## src/rtl/seq_pattern_tx_pkg.sv

```systemverilog
// Shared definitions for the serial pattern transmitter.
package seq_pattern_tx_pkg;

    // Transmitter FSM encoding.
    typedef enum logic [1:0] {
        S_IDLE = 2'd0,
        S_SEND = 2'd1,
        S_GAP  = 2'd2,
        S_FIN  = 2'd3
    } tx_state_e;

    // Default pattern matches the team's 1101 sequence detectors.
    localparam int unsigned PAT_LEN_1101 = 4;
    localparam logic [PAT_LEN_1101-1:0] PATTERN_1101 = 4'b1101;

endpackage

```

## src/rtl/seq_bit_shifter.sv

```systemverilog
// MSB-first pattern shifter. Zeros shift in behind the pattern, so once the
// last bit has gone out the serial output rests at 0 without extra gating.
module seq_bit_shifter
    import seq_pattern_tx_pkg::*;
#(
    parameter int unsigned          PAT_LEN = PAT_LEN_1101,
    parameter logic [PAT_LEN-1:0]   PATTERN = PATTERN_1101
) (
    input  logic clk,
    input  logic reset,
    input  logic load,   // present PATTERN MSB next cycle
    input  logic shift,  // advance to the next bit
    input  logic clear,  // drop any remaining bits
    output logic msb,    // bit currently on the line
    output logic last    // msb is the final pattern bit
);

    localparam int unsigned IdxW = (PAT_LEN > 1) ? $clog2(PAT_LEN) : 1;
    localparam logic [IdxW-1:0] IdxLast = IdxW'(PAT_LEN - 1);

    logic [PAT_LEN-1:0] sr_q, sr_d;
    logic [IdxW-1:0]    idx_q, idx_d;

    // Next-state for the shift register and bit index; clear beats load beats shift.
    always_comb begin
        sr_d  = sr_q;
        idx_d = idx_q;
        if (clear) begin
            sr_d  = '0;
            idx_d = '0;
        end else if (load) begin
            sr_d  = PATTERN;
            idx_d = IdxLast;
        end else if (shift) begin
            sr_d  = sr_q << 1;
            idx_d = (idx_q == '0) ? '0 : idx_q - IdxW'(1);
        end
    end

    // Shift register state.
    always_ff @(posedge clk or posedge reset) begin
        if (reset) begin
            sr_q  <= '0;
            idx_q <= '0;
        end else begin
            sr_q  <= sr_d;
            idx_q <= idx_d;
        end
    end

    assign msb  = sr_q[PAT_LEN-1];
    assign last = (idx_q == '0);

endmodule

```

## src/rtl/seq_pattern_tx.sv

```systemverilog
// Serial pattern transmitter: sends rep_count copies of PATTERN, MSB first,
// separated by gap_len zero bits, then pulses done for one cycle.
module seq_pattern_tx
    import seq_pattern_tx_pkg::*;
#(
    parameter int unsigned          PAT_LEN = PAT_LEN_1101,
    parameter logic [PAT_LEN-1:0]   PATTERN = PATTERN_1101,
    parameter int unsigned          CNT_W   = 8,
    parameter int unsigned          GAP_W   = 4
) (
    input  logic             clk,
    input  logic             reset,
    input  logic             start,
    input  logic             abort,
    input  logic [CNT_W-1:0] rep_count,
    input  logic [GAP_W-1:0] gap_len,
    output logic             x,
    output logic             x_valid,
    output logic             busy,
    output logic             done,
    output logic [CNT_W-1:0] reps_sent
);

    tx_state_e        state_q, state_d;
    logic [CNT_W-1:0] count_q, count_d;
    logic [GAP_W-1:0] gap_q, gap_d;
    logic [GAP_W-1:0] gap_cnt_q, gap_cnt_d;
    logic [CNT_W-1:0] reps_q, reps_d;
    logic             x_valid_q, x_valid_d;
    logic             busy_q, busy_d;
    logic             done_q, done_d;

    logic             sh_load, sh_shift, sh_clear;
    logic             sh_msb, sh_last;

    seq_bit_shifter #(
        .PAT_LEN (PAT_LEN),
        .PATTERN (PATTERN)
    ) u_shifter (
        .clk   (clk),
        .reset (reset),
        .load  (sh_load),
        .shift (sh_shift),
        .clear (sh_clear),
        .msb   (sh_msb),
        .last  (sh_last)
    );

    // Next-state, counter updates and shifter control for the burst FSM.
    always_comb begin
        state_d   = state_q;
        count_d   = count_q;
        gap_d     = gap_q;
        gap_cnt_d = gap_cnt_q;
        reps_d    = reps_q;
        sh_load   = 1'b0;
        sh_shift  = 1'b0;
        sh_clear  = 1'b0;

        unique case (state_q)
            S_IDLE: begin
                if (start && !abort) begin
                    reps_d = '0;
                    if (rep_count == '0) begin
                        state_d = S_FIN;
                    end else begin
                        count_d = rep_count;
                        gap_d   = gap_len;
                        sh_load = 1'b1;
                        state_d = S_SEND;
                    end
                end
            end

            S_SEND: begin
                if (abort) begin
                    sh_clear = 1'b1;
                    state_d  = S_IDLE;
                end else if (sh_last) begin
                    reps_d = reps_q + CNT_W'(1);
                    if (reps_d == count_q) begin
                        sh_shift = 1'b1;
                        state_d  = S_FIN;
                    end else if (gap_q != '0) begin
                        // Shifting out the last bit leaves the line at 0 for the gap.
                        sh_shift  = 1'b1;
                        gap_cnt_d = gap_q;
                        state_d   = S_GAP;
                    end else begin
                        sh_load = 1'b1;
                    end
                end else begin
                    sh_shift = 1'b1;
                end
            end

            S_GAP: begin
                if (abort) begin
                    sh_clear = 1'b1;
                    state_d  = S_IDLE;
                end else if (gap_cnt_q == GAP_W'(1)) begin
                    sh_load = 1'b1;
                    state_d = S_SEND;
                end else begin
                    gap_cnt_d = gap_cnt_q - GAP_W'(1);
                end
            end

            S_FIN: begin
                state_d = S_IDLE;
            end

            default: begin
                sh_clear = 1'b1;
                state_d  = S_IDLE;
            end
        endcase

        x_valid_d = (state_d == S_SEND) || (state_d == S_GAP);
        busy_d    = x_valid_d;
        done_d    = (state_d == S_FIN);
    end

    // FSM, counters and registered status outputs.
    always_ff @(posedge clk or posedge reset) begin
        if (reset) begin
            state_q   <= S_IDLE;
            count_q   <= '0;
            gap_q     <= '0;
            gap_cnt_q <= '0;
            reps_q    <= '0;
            x_valid_q <= 1'b0;
            busy_q    <= 1'b0;
            done_q    <= 1'b0;
        end else begin
            state_q   <= state_d;
            count_q   <= count_d;
            gap_q     <= gap_d;
            gap_cnt_q <= gap_cnt_d;
            reps_q    <= reps_d;
            x_valid_q <= x_valid_d;
            busy_q    <= busy_d;
            done_q    <= done_d;
        end
    end

    assign x         = sh_msb;
    assign x_valid   = x_valid_q;
    assign busy      = busy_q;
    assign done      = done_q;
    assign reps_sent = reps_q;

endmodule
```

## config.mk

```make
export PLATFORM = sky130hd
export DESIGN_NAME = seq_pattern_tx
export DESIGN_NICKNAME = d
export VERILOG_FILES = /design/src/rtl/seq_pattern_tx_pkg.sv /design/src/rtl/seq_bit_shifter.sv /design/src/rtl/seq_pattern_tx.sv
export SDC_FILE = /design/constraint.sdc
export NUM_CORES = 1
export LEC_CHECK = 0
export BUFFER_PORTS_ARGS = -buffer_cell sky130_fd_sc_hd__buf_2
export CAP_MARGIN = 20
export CORE_UTILIZATION = 45
export CTS_CLUSTER_SIZE = 24
export DETAILED_ROUTE_END_ITERATION = 16
export GPL_TIMING_DRIVEN = 1
export PLACE_DENSITY = 0.77
export SKIP_CTS_REPAIR_TIMING = 1
export SLEW_MARGIN = 5
export SYNTH_ARGS = -nofsm -noshare
export SYNTH_HDL_FRONTEND = slang
export SYNTH_SLANG_ARGS = --single-unit
```

## constraint.sdc

```tcl
create_clock -name clk -period 2.46 [get_ports clk]
set_clock_uncertainty 0.05 [all_clocks]
set_input_delay 0.123 -clock clk [delete_from_list [all_inputs] [get_ports clk]]
set_output_delay 0.123 -clock clk [all_outputs]
set_load 0.02 [all_outputs]
```

# --- Word level (Yosys, flattened, before mapping) ---
# Cells that the tools add are included.
totals:
  word_cells: 85
  inputBits: 16
  regBits: 34
  out_inout_bits: 12
classes:
  bitwise_logic: 1
  muxes: 43
  n_reduce_logical: 14
  eq_ne: 15
  addsub: 3
ops:
  columns: ["cell", "n"]
  rows:
  - ["4-bit two-way mux", 9]
  - ["2-bit two-way mux", 12]
  - ["8-bit two-way mux", 3]
  - ["8-bit one-hot mux with 2 select lines", 1]
  - ["1-bit two-way mux", 15]
  - ["2-bit != test, second input constant", 7]
  - ["8-bit by 1-bit adder with 8-bit output, second input constant", 1]
  - ["2-bit equality test, second input constant", 4]
  - ["8-bit equality test", 1]
  - ["8-bit logical NOT", 1]
  - ["2-bit one-hot mux with 4 select lines", 1]
  - ["4-bit one-hot mux with 2 select lines", 1]
  - ["7-bit AND reduction", 1]
  - ["2-bit by 1-bit equality test with 1-bit output, second input constant", 2]
  - ["4-bit by 1-bit equality test with 1-bit output, second input constant", 1]
  - ["2-bit logical NOT", 2]
  - ["4-bit AND reduction", 1]
  - ["2-bit nonzero test", 2]
  - ["4-bit nonzero test", 1]
  - ["4-bit by 1-bit subtractor with 4-bit output, second input constant", 1]
  - ["1-bit one-hot mux with 3 select lines", 1]
  - ["3-bit AND reduction", 1]
  - ["3-bit nonzero test", 1]
  - ["2-bit OR reduction", 1]
  - ["other kinds (5)", 5]

# --- Longest topological paths before layout ---
# Gate-level depths: netlist (run 1).
logic_depth:
  word_depth: 9
  mapped_depth: 9
  depth_no_buf: 8

# --- Hierarchy ---
# A second synthesis (run 1) with hierarchy kept.
hier_totals:
  cells_unflattened: 216
  hier_area_um2: 2129.5
modules_own_cells:
  columns: ["mod", "cells_per_inst", "seq_area_each_um2", "n_inst", "area_per_inst_um2"]
  rows:
  - ["seq_pattern_tx", 192, 700.7, 1, 1866.8]
  - ["seq_bit_shifter", 24, 150.1, 1, 262.8]

# --- Least setup slack after synthesis (run 1) ---
# No wires, ideal clock.
synth_path:
  kind: "reg2reg"
  from: "register reps_q[0], in the netlist reps_sent[0]"
  to: "register busy_q, in the netlist busy"
  required_time_ps: 2284
  setup_time_ps: 126
  synth_period_minus_slack_ps: 2436
  arrival_time_ps: 2260
  setup_slack_ps: 24
  path_buffers: 1
  stages_incl_launch_ff: 10
  cell_sequence: "dfrtp_1 > ha_1 > and3_2 > a21oi_1 > nand4b_1 > a211oi_2 > buf_6 > a21oi_1 > nor3_2 > ha_1"
synth_between:
  elab_chain_cells: 8
  elab_cells_between_ends: 9
  classes_between: "add/sub: 1; eq/ne: 3; mux: 4; reduce/logical: 1"
synth_lines:
  columns: ["item", "line_no", "text"]
  rows:
  - ["start, declared", "seq_pattern_tx.sv:28", "logic [CNT_W-1:0] reps_q, reps_d;"]
  - ["start signal, assigned", "seq_pattern_tx.sv:140", "reps_q <= reps_d;"]
  - ["8-bit by 1-bit adder with 8-bit output (*)", "seq_pattern_tx.sv:80", "reps_d = reps_q + CNT_W'(1);"]
  - ["8-bit equality test (*)", "seq_pattern_tx.sv:81", "if (reps_d == count_q) begin"]
  - ["2-bit two-way mux (*)", "seq_pattern_tx.sv:81", null]
  - ["2-bit two-way mux (*)", "seq_pattern_tx.sv:79", "end else if (sh_last) begin"]
  - ["2-bit two-way mux (*)", "seq_pattern_tx.sv:76", "if (abort) begin"]
  - ["2-bit one-hot mux with 4 select lines (*)", "seq_pattern_tx.sv:60", "unique case (state_q)"]
  - ["named net state_d[0]", "seq_pattern_tx.sv:24", "tx_state_e state_q, state_d;"]
  - ["2-bit by 1-bit equality test with 1-bit output or 2-bit equality test (tied branches)", "seq_pattern_tx.sv:119", "x_valid_d = (state_d == S_SEND) || (state_d == S_GAP);"]
  - ["1-bit logical OR (*)", "seq_pattern_tx.sv:119", null]
  - ["named net busy_d", "seq_pattern_tx.sv:30", "logic busy_q, busy_d;"]
  - ["end signal, assigned", "seq_pattern_tx.sv:142", "busy_q <= busy_d;"]
  - ["end, declared", "seq_pattern_tx.sv:30", null]
# The timed path passes the listed nets; every way through them passes the cells marked *.
# A chain may end at the register's enable or synchronous reset.

# --- Worst setup path after layout (run 1) ---
layout_path:
  from: "register reps_q[0], in the netlist reps_sent[0]"
  to: "register u_shifter.sr_q[3]"
layout_between:
  elab_chain_cells: 8
  elab_cells_between_ends: 13
  classes_between: "add/sub: 1; eq/ne: 1; mux: 10; reduce/logical: 1"
layout_lines:
  columns: ["item", "line_no", "text"]
  rows:
  - ["8-bit by 1-bit adder with 8-bit output (*)", "seq_pattern_tx.sv:80", null]
  - ["8-bit equality test (*)", "seq_pattern_tx.sv:81", null]
  - ["1-bit two-way mux", "seq_pattern_tx.sv:81", null]
  - ["1-bit two-way mux", "seq_pattern_tx.sv:79", null]
  - ["1-bit two-way mux", "seq_pattern_tx.sv:76", null]
  - ["1-bit one-hot mux with 3 select lines", "seq_pattern_tx.sv:60", null]
  - ["4-bit two-way mux", "seq_bit_shifter.sv:31", "end else if (load) begin"]
  - ["4-bit two-way mux", "seq_bit_shifter.sv:28", "if (clear) begin"]
  - ["end signal, assigned", "seq_bit_shifter.sv:46", "sr_q <= sr_d;"]
  - ["end, declared", "seq_bit_shifter.sv:21", "logic [PAT_LEN-1:0] sr_q, sr_d;"]
# Mark *: on every way between the ends. The rest lies on a longest branch, timed or not.

==> metrics, run 1 <==
run status finished with violations; failing checks negative hold slack; cell repeated most along the worst path a21oi_1; Via density 5.73; overall power 2.82 mW; worst skew pair latency 0.28 ns; RSZ-0062 raised after global routing no; diode count 0; clock slew at reported path FFs 0.07 ns; data required time of the critical path 2.57 ns; synth warn 0; GRT Resource Usage Total 20.0%; Area growth syn-to-layout 16.0%; fin util 56.1%; Final WS setup 0.174 ns; WL met2 2250 µm; Tcrit/Tclk final 92.9%; PortBufs 27; WHS -0.00375 ns; Placer Congestion 0.868; WP data arrival 2.39 ns; CTS Root Cell clkbuf_8; final setup violation count 0; Post-synth EDFFs 0; largest net degree at the start of global routing 23; Pre-antenna DRT Iters 4; FMAX 437 MHz; area of the multi-input gates 1240 µm²; setup_tns 0 ns; number of I/O pins 28; startpoint types flip-flop; CP delay by family, top compound AO/OA/AOI/OAI gates; grt total ovfl 0; wire per inst 15.0 µm; DIE AREA 5120 µm²; fin nets 293; cells after synthesis 230; maximum VDD drop 0.000331 V; Clock Sinks 34; R2R Path Start reps_sent[0]$_DFFE_PP0P_; Cell variety after synth 54; Die W 71.6 µm; HPWL after DPL 3640 µm; fillers 404; Hold Path Origin gap_len[2]; met3 WL 174 µm; Top Metal Used met4; endpoint class of the critical path flip-flop; DR vias 1840; Core Area 4500 µm²; slew margin rel. 63.4%; FP Rows 24; vias in the first global route 1721; H-tree levels 2; Hold/Removal Path Class primary input to flip-flop; Mean Syn Cell Area 9.47 µm²; Static Leak 1.11 nW; Place WS 0.0943 ns; layout cells sized above 1 24.9%; Power per Cell Area 1120 nW/µm²; Critical Path, Cell by Cell ha_1 > and3_2 > a21oi_1 > nand4b_1 > buf_4 > a211o_1 > a21oi_1 > o211ai_1; dpl cell area 2400 µm²; Crit Path Max Fanout 5; commonest non-fill, non-tap cells in the layout nand2_1, dfrtp_1, buf_2; first-pass GRT wire length 7950 µm; TritonCTS clock tree built; worst-margin pin slew 0.543 ns; WP buf/inv 1; Crit. Startpoint reps_sent[0]$_DFFE_PP0P_; DRT Wirelength 4810 µm; Synth Net Count 255; synthesized flop and latch total 34; Clock Path Buffers 2; drt first-iter violations 89; Pins Over Slew Limit 0; Die Y 71.6 µm; Hold Violations, Final 1; Slowest cell on crit path dfrtp_1; Antenna Nets Post-Route 0; Top FF cell, synth dfrtp_1; Post-route DRC 0; fin area 2530 µm²; routed metal-1 wirelength 2320 µm; critical path class flip-flop to flip-flop; Initial Util 48.3%; total CTS buffers 5; sequential cell area 853 µm²; Seq/Total Area, Yosys 39.1%; Period minus WS final 2.29 ns; antenna violations before repair 0; async set-reset flop share out of synthesis 100%; MaxCap Viol Count 0; Max stage delay on crit path 0.36 ns; Post-Syn Area 2180 µm²
## routing by layer
layer / global-route usage, % / vias up
met5: 0 / -
met4: 6.75 / 0
met3: 5.20 / 8
met2: 31.7 / 34
met1: 26.8 / 888
li1: - / 910
## cell families after synthesis
family                     count (synthesis)  synth area share, %
and+or+nand+nor                           86                 19.8
AOI/OAI and AO/OA                         60                 21.4
DFF                                       34                 39.1
buffers and inverters                     19                 4.25
muxes                                     14                 7.13
adders and majority gates                  9                 5.17
xor gates and xnor gates                   8                 3.22
## synth_stat cells, types with 2 or more instances
cell type	number	area, µm²
buf_4	3	22.5
mux2i_1	2	20.0
inv_1	8	30.0
nor2_1	17	63.8
nand2_1	32	120
nand3_1	9	45.0
inv_2	2	7.51
clkbuf_1	3	11.3
a21oi_1	9	45.0
o21ai_1	3	15.0
a211oi_2	2	25.0
mux2_2	8	90.1
dfrtp_1	34	851
xnor2_1	6	52.6
ha_1	9	113
o211ai_1	8	60.1
mux2_1	4	45.0
o311ai_1	2	17.5
nor2b_1	3	18.8
a211oi_1	2	15.0
nand2b_1	6	37.5
o31ai_1	5	37.5
a21o_1	3	22.5
buf_2	2	10.0
xor2_1	2	17.5
nor4_1	4	25.0
a211o_1	3	26.3
nor3_1	4	20.0
o31a_1	2	17.5
o21ai_0	8	40.0
o22ai_1	2	12.5
## final timing paths
| kind | to | slack, ns | cells after the start |
|---|---|---|---|
| min reg2reg | count_q[3]$_DFFE_PP0P_ | 0.48 | 1 |
| min in group asynchronous | count_q[0]$_DFFE_PP0P_ | 0.34 | 3 |
| max in group asynchronous | gap_q[2]$_DFFE_PP0P_ | 1.34 | 4 |
| max reg2reg | u_shifter.sr_q[3]$_DFFE_PP0P_ | 0.17 | 8 |
| max | u_shifter.sr_q[3]$_DFFE_PP0P_ | 0.17 | 8 |
| min | gap_q[2]$_DFFE_PP0P_ | -0.004 | 2 |
## final cells by class
type / instances / share of cell area (%)
well taps: 52 / 2.58
clock buffers: 7 / 3.42
clock inverters: 1 / 0.198
repair buffers: 40 / 9.41
multi-input cells: 177 / 49.1
inverters: 10 / 1.49
flip-flops and latches: 34 / 33.8
## registers in the layout, indices dropped and copies added, names as in the netlist
name	cells
u_shifter.idx_q	2
state_q	2
gap_q	4
reps_sent	8
busy	1
u_shifter.sr_q	4
gap_cnt_q	4
count_q	8
done	1
## power by group
| group | total (mW) | internal, mW | switching, mW |
|---|---|---|---|
| clock network | 0.430 | 0.226 | 0.205 |
| registers | 0.993 | 0.789 | 0.204 |
| logic | 1.40 | 0.619 | 0.777 |
## stage by stage
| step | std cells | hold WS [ns] |
|---|---|---|
| global placement | 310 | 0.118 |
| global route | 321 | 0.00975 |
| floorplan | 230 | 0.205 |
| CTS | 318 | -0.193 |
| detailed placement | 310 | 0.117 |
| finish | 321 | -0.00375 |
Power figures use the tool's default switching activity.
==> inputs of run 2 (changes only) <==
--- a/config.mk
+++ b/config.mk
@@ -5,13 +5,13 @@
 export SDC_FILE = /design/constraint.sdc
 export NUM_CORES = 1
 export LEC_CHECK = 0
-export BUFFER_PORTS_ARGS = -buffer_cell sky130_fd_sc_hd__buf_2
 export CAP_MARGIN = 20
 export CORE_UTILIZATION = 45
 export CTS_CLUSTER_SIZE = 24
 export DETAILED_ROUTE_END_ITERATION = 16
+export DONT_BUFFER_PORTS = 1
 export GPL_TIMING_DRIVEN = 1
-export PLACE_DENSITY = 0.77
+export PLACE_DENSITY = 0.72
 export SKIP_CTS_REPAIR_TIMING = 1
 export SLEW_MARGIN = 5
 export SYNTH_ARGS = -nofsm -noshare
==> run 2 against run 1 <==
The flow now finishes without violations; routed wire length is 4.8% higher; critical endpoint unchanged; cell count shrank 2.8%; register-to-register slack got worse by 0.03 ns; combinational power is 5% lower; largest cell class unchanged; design area increased by 1.1%; sequential share of layout area shrank 0.38 points; via count increased by 1.7%; power decreased by 1.2%; utilization rose by 0.64 points; first-iteration DRC count is 81% higher.
==> metrics, run 2 (synthesis gave the netlist of run 1 again) <==
run status complete, no violations (was finished with violations); Via density 6.00 (was 5.73); Crit Path Max Fanout 8 (was 5); GRT Resource Usage Total 20.8% (was 20.0%); Die Y 71.6 µm (unchanged); final setup violation count 0 (unchanged); Max stage delay on crit path 0.37 ns (was 0.36 ns); wire per inst 16.1 µm (was 15.0 µm); WP data arrival 2.43 ns (was 2.39 ns); layout cells sized above 1 18.8% (was 24.9%); startpoint types flip-flop (unchanged); first-pass GRT wire length 8160 µm (was 7950 µm); vias in the first global route 1716 (was 1721); TritonCTS clock tree built (unchanged); maximum VDD drop 0.000587 V (was 0.000331 V); Clock Path Buffers 2 (unchanged); antenna violations before repair 0 (unchanged); Hold/Removal Path Class primary input to flip-flop (unchanged); Core Area 4500 µm² (unchanged); H-tree levels 2 (unchanged); Pre-antenna DRT Iters 5 (was 4); Tcrit/Tclk final 94.0% (was 92.9%); grt total ovfl 0 (unchanged); Pins Over Slew Limit 0 (unchanged); worst-margin pin slew 0.572 ns (was 0.543 ns); Period minus WS final 2.31 ns (was 2.29 ns); fin nets 284 (was 293); critical path class flip-flop to flip-flop (unchanged); Hold Violations, Final 0 (was 1); Placer Congestion 0.885 (was 0.868); fin util 56.7% (was 56.1%); DRT Wirelength 5040 µm (was 4810 µm); drt first-iter violations 161 (was 89); largest net degree at the start of global routing 35 (was 23); DIE AREA 5120 µm² (unchanged); Critical Path, Cell by Cell ha_2 > and3_2 > a21oi_1 > nand4b_1 > a211oi_4 > buf_4 > o31a_1 > o211ai_1 (was ha_1 > and3_2 > a21oi_1 > nand4b_1 > buf_4 > a211o_1 > a21oi_1 > o211ai_1); Die W 71.6 µm (unchanged); Clock Sinks 34 (unchanged); Post-route DRC 0 (unchanged); Power per Cell Area 1090 nW/µm² (was 1120 nW/µm²); MaxCap Viol Count 0 (unchanged); slew margin rel. 61.5% (was 63.4%); diode count 0 (unchanged); Initial Util 48.3% (unchanged); fillers 403 (was 404); number of I/O pins 28 (unchanged); CTS Root Cell clkbuf_8 (unchanged); Static Leak 1.07 nW (was 1.11 nW); FMAX 432 MHz (was 437 MHz); PortBufs 0 (was 27); worst skew pair latency 0.29 ns (was 0.28 ns); overall power 2.79 mW (was 2.82 mW); endpoint class of the critical path flip-flop (unchanged); clock slew at reported path FFs 0.07 ns (about the same); data required time of the critical path 2.57 ns (about the same); Antenna Nets Post-Route 0 (unchanged); setup_tns 0 ns (unchanged); Slowest cell on crit path dfrtp_1 (unchanged); DR vias 1872 (was 1840); total CTS buffers 5 (unchanged); Area growth syn-to-layout 17.4% (was 16.0%); commonest non-fill, non-tap cells in the layout nand2_1, dfrtp_1, buf_4 (was nand2_1, dfrtp_1, buf_2); HPWL after DPL 3650 µm (was 3640 µm); FP Rows 24 (unchanged)
[run 2: cell count changes in the layout (fill, tap and decap cells not counted), sizes merged]
cell	delta
buf	-20
clkbuf	-2
clkinv	+1
clkinvlp	+1
dlygate4sd3	+11
[run 2: layer usage]
metal / global-route usage, % / share of wire (%) / vias up / wire, µm
met5: 0 / 0 / - / 0
met4: 9.59 / 2.3 / 0 / 116
met3: 4.08 / 4.0 / 14 / 201
met2: 32.5 / 47 / 43 / 2370
met1: 27.9 / 47 / 918 / 2350
li1: - / - / 897 / -
[run 2: final cells by class]
type                            count  area [µm²]  share of cell area (%)
Clock buffer                        5        68.8                    2.69
Multi-Input combinational cell    177        1240                    48.7
Inverter                           10        37.5                    1.47
Clock inverter                      3        21.3                   0.833
Sequential cell                    34         853                    33.4
Tap cell                           52        65.1                    2.55
Timing Repair Buffer               31         265                    10.4
[run 2: power by group]
part / internal, mW / leakage (nW) / switching (mW)
Sequential: 0.789 / 0.422 / 0.253
Clock: 0.198 / 0.0441 / 0.215
Combinational: 0.598 / 0.601 / 0.734
[run 2: stage by stage]
stage	hold WS [ns]	worst slack, ns	area [µm²]	std cells
4_1_cts	-0.222	-0.00355	2400	297
2_1_floorplan	0.205	0.0243	2180	230
6_report	0.0945	0.147	2550	312
3_3_place_gp	0.0890	0.135	2310	289
3_5_place_dp	0.0948	0.0140	2310	289
5_1_grt	0.120	-0.00746	2550	312
[run 2: critical path: cells and delay by family, from the launching register on]
family	cells	cell delay, ns
AND/OR/NAND/NOR	2	0.52
flip-flops	1	0.37
adder cells (fa/ha/maj)	1	0.22
buffers and inverters	1	0.24
AO/OA/AOI/OAI	4	0.78
[run 2: worst paths after layout]
path                                     startpoint                       endpoint  slack (ns)  depth (start not counted)
min in group asynchronous                     reset         count_q[0]$_DFFE_PP0P_        0.32                          3
min                                           abort       gap_cnt_q[2]$_DFFE_PP0P_        0.09                          3
max reg2reg                reps_sent[0]$_DFFE_PP0P_  u_shifter.sr_q[3]$_DFFE_PP0P_        0.15                          8
min reg2reg                  count_q[3]$_DFFE_PP0P_         count_q[3]$_DFFE_PP0P_        0.49                          1
max in group asynchronous                     reset       reps_sent[2]$_DFFE_PP0P_        1.71                          3
max                        reps_sent[0]$_DFFE_PP0P_  u_shifter.sr_q[3]$_DFFE_PP0P_        0.15                          8
==> inputs of run 3 (changes only) <==
--- a/config.mk
+++ b/config.mk
@@ -6,12 +6,12 @@
 export NUM_CORES = 1
 export LEC_CHECK = 0
 export CAP_MARGIN = 20
-export CORE_UTILIZATION = 45
+export CORE_UTILIZATION = 48
 export CTS_CLUSTER_SIZE = 24
 export DETAILED_ROUTE_END_ITERATION = 16
 export DONT_BUFFER_PORTS = 1
-export GPL_TIMING_DRIVEN = 1
-export PLACE_DENSITY = 0.72
+export GPL_TIMING_DRIVEN = 0
+export PLACE_DENSITY = 0.75
 export SKIP_CTS_REPAIR_TIMING = 1
 export SLEW_MARGIN = 5
 export SYNTH_ARGS = -nofsm -noshare
==> run 3 against run 2 <==
Critical endpoint is now busy$_DFF_PP0_; the run now ends with negative setup slack left; sequential power up 6%; worst hold slack better by 0.081 ns; highest routed layer unchanged; design area increased by 0.34%; cell count down 0.96%; non-clock buffer count decreased by 3; clock power grew 3%.
==> metrics, run 3 (synthesis gave the netlist of run 1 again) <==
run status finished with violations (was complete, no violations); failing checks negative setup slack; wire per inst 16.6 µm (was 16.1 µm); hold path endpoint state_q[0]$_DFF_PP0_ (was gap_cnt_q[2]$_DFFE_PP0P_); reg2reg path depth 9 (was 8); FF-to-FF End busy$_DFF_PP0_ (was u_shifter.sr_q[3]$_DFFE_PP0P_); Clock Sinks 34 (unchanged); Crit Path Max Fanout 8 (unchanged); Hold Violations, Final 0 (unchanged); worst-margin pin slew 0.637 ns (was 0.572 ns); Die Y 69.3 µm (was 71.6 µm); worst hold path depth 4 (was 3); maximum VDD drop 0.000551 V (was 0.000587 V); H-tree levels 2 (unchanged); DIE AREA 4810 µm² (was 5120 µm²); fin area 2560 µm² (was 2550 µm²); HPWL after DPL 3600 µm (was 3650 µm); final setup violation count 1 (was 0); Final WS setup -0.00247 ns (was 0.147 ns); Hold Path Origin start (was abort); Core Area 4350 µm² (was 4500 µm²); R2R Path Start reps_sent[3]$_DFFE_PP0P_ (was reps_sent[0]$_DFFE_PP0P_); DP Cell Count 283 (was 289); FP Rows 24 (unchanged); diode count 0 (unchanged); Power per Cell Area 1080 nW/µm² (was 1090 nW/µm²); number of I/O pins 28 (unchanged); vias in the first global route 1670 (was 1716); clock slew at reported path FFs 0.07 ns (about the same); Clock Path Buffers 2 (unchanged); area of the multi-input gates 1260 µm² (was 1240 µm²); grt total ovfl 0 (unchanged); Antenna Nets Post-Route 0 (unchanged); fillers 369 (was 403); Initial Util 50.0% (was 48.3%); worst skew pair latency 0.28 ns (was 0.29 ns); CTS Root Cell clkbuf_8 (unchanged); Tcrit/Tclk final 100% (was 94.0%); Pins Over Slew Limit 0 (unchanged); Period minus WS final 2.46 ns (was 2.31 ns); sequential cell area 856 µm² (was 853 µm²); data required time of the critical path 2.58 ns (was 2.57 ns); Static Leak 1.05 nW (was 1.07 nW); reg2reg setup slack -0.002 ns (was 0.15 ns); Area growth syn-to-layout 17.8% (was 17.4%); endpoint class of the critical path flip-flop (unchanged); total CTS buffers 5 (unchanged); PortBufs 0 (unchanged); fin nets 281 (was 284); Via density 5.98 (was 6.00); FMAX 406 MHz (was 432 MHz); commonest non-fill, non-tap cells in the layout nand2_1, dfrtp_1, nor2_1 (was nand2_1, dfrtp_1, buf_4); Hold/Removal Path Class primary input to flip-flop (unchanged); Placer Congestion 0.816 (was 0.885); largest net degree at the start of global routing 22 (was 35); TritonCTS clock tree built (unchanged); slew margin rel. 57.5% (was 61.5%); critical path class flip-flop to flip-flop (unchanged); dpl cell area 2270 µm² (was 2310 µm²); drt first-iter violations 110 (was 161); DR vias 1847 (was 1872); DRT Wirelength 5140 µm (was 5040 µm); startpoint types flip-flop (unchanged); Die W 69.3 µm (was 71.6 µm); WP data arrival 2.58 ns (was 2.43 ns); antenna violations before repair 0 (unchanged); RSZ-0062 raised after global routing yes; Pre-antenna DRT Iters 4 (was 5); first-pass GRT wire length 8100 µm (was 8160 µm); most common cell after layout, fill and taps aside nand2_1; post-route non-filler standard cell count 309 (was 312); Post-route DRC 0 (unchanged); MaxCap Viol Count 0 (unchanged); GRT Resource Usage Total 20.8% (about the same); layout cells sized above 1 17.9% (was 18.8%)
## run 3: how the worst max path moves through the flow
stage / from / to / depth (start not counted)
4_1_cts: reps_sent[0]$_DFFE_PP0P_ / busy$_DFF_PP0_ / 9
3_3_place_gp: reps_sent[0]$_DFFE_PP0P_ / busy$_DFF_PP0_ / 9
2_1_floorplan: reps_sent[0]$_DFFE_PP0P_ / busy$_DFF_PP0_ / 9
3_5_place_dp: reps_sent[0]$_DFFE_PP0P_ / busy$_DFF_PP0_ / 9
6_report: reps_sent[3]$_DFFE_PP0P_ / busy$_DFF_PP0_ / 9
5_1_grt: reps_sent[0]$_DFFE_PP0P_ / busy$_DFF_PP0_ / 9
## run 3: where the power goes
group / leakage, nW / internal (mW) / total (mW) / switching (mW)
sequential: 0.418 / 0.792 / 1.10 / 0.306
combinational: 0.581 / 0.570 / 1.25 / 0.683
clock: 0.0482 / 0.226 / 0.427 / 0.201
## run 3: metrics by stage
stage          hold slack (ns)  util [%]  worst slack (ns)  total power, mW  TNS [ns]
5_1_grt                  0.200      58.9           -0.0942             2.99   -0.0960
2_1_floorplan            0.205         -            0.0243             2.01         0
3_3_place_gp             0.206      51.5            -0.237             2.22    -0.328
6_report                 0.175      58.9          -0.00247             2.78  -0.00247
3_5_place_dp            0.0784      52.1            -0.294             2.28    -0.445
4_1_cts                 -0.226      54.2            -0.307             2.71    -0.495
## run 3: final cells by class
cell class	instances	share of cell area, %
multi-input cells	177	49.0
clock inverters	1	0.195
clock buffers	7	3.37
inverters	10	1.46
well taps	52	2.54
flip-flops and latches	34	33.4
plain buffers	9	2.44
repair buffers	19	7.61
## run 3: critical path, cell delays in order, from the launching register on
cell and delay, ns:
dfrtp_2 0.44, buf_6 0.16, nand4_4 0.13, o21a_1 0.22
o211ai_1 0.33, a211oi_2 0.15, buf_6 0.17, a2111oi_4 0.33
nor3_2 0.10, ha_1 0.27
## run 3: metal layers
layer / GRT usage [%] / vias up / part of all wire, %
li1: - / 894 / -
met1: 28.5 / 888 / 46
met2: 32.6 / 56 / 47
met3: 4.80 / 9 / 4.8
met4: 6.58 / 0 / 1.6
met5: 0 / - / 0
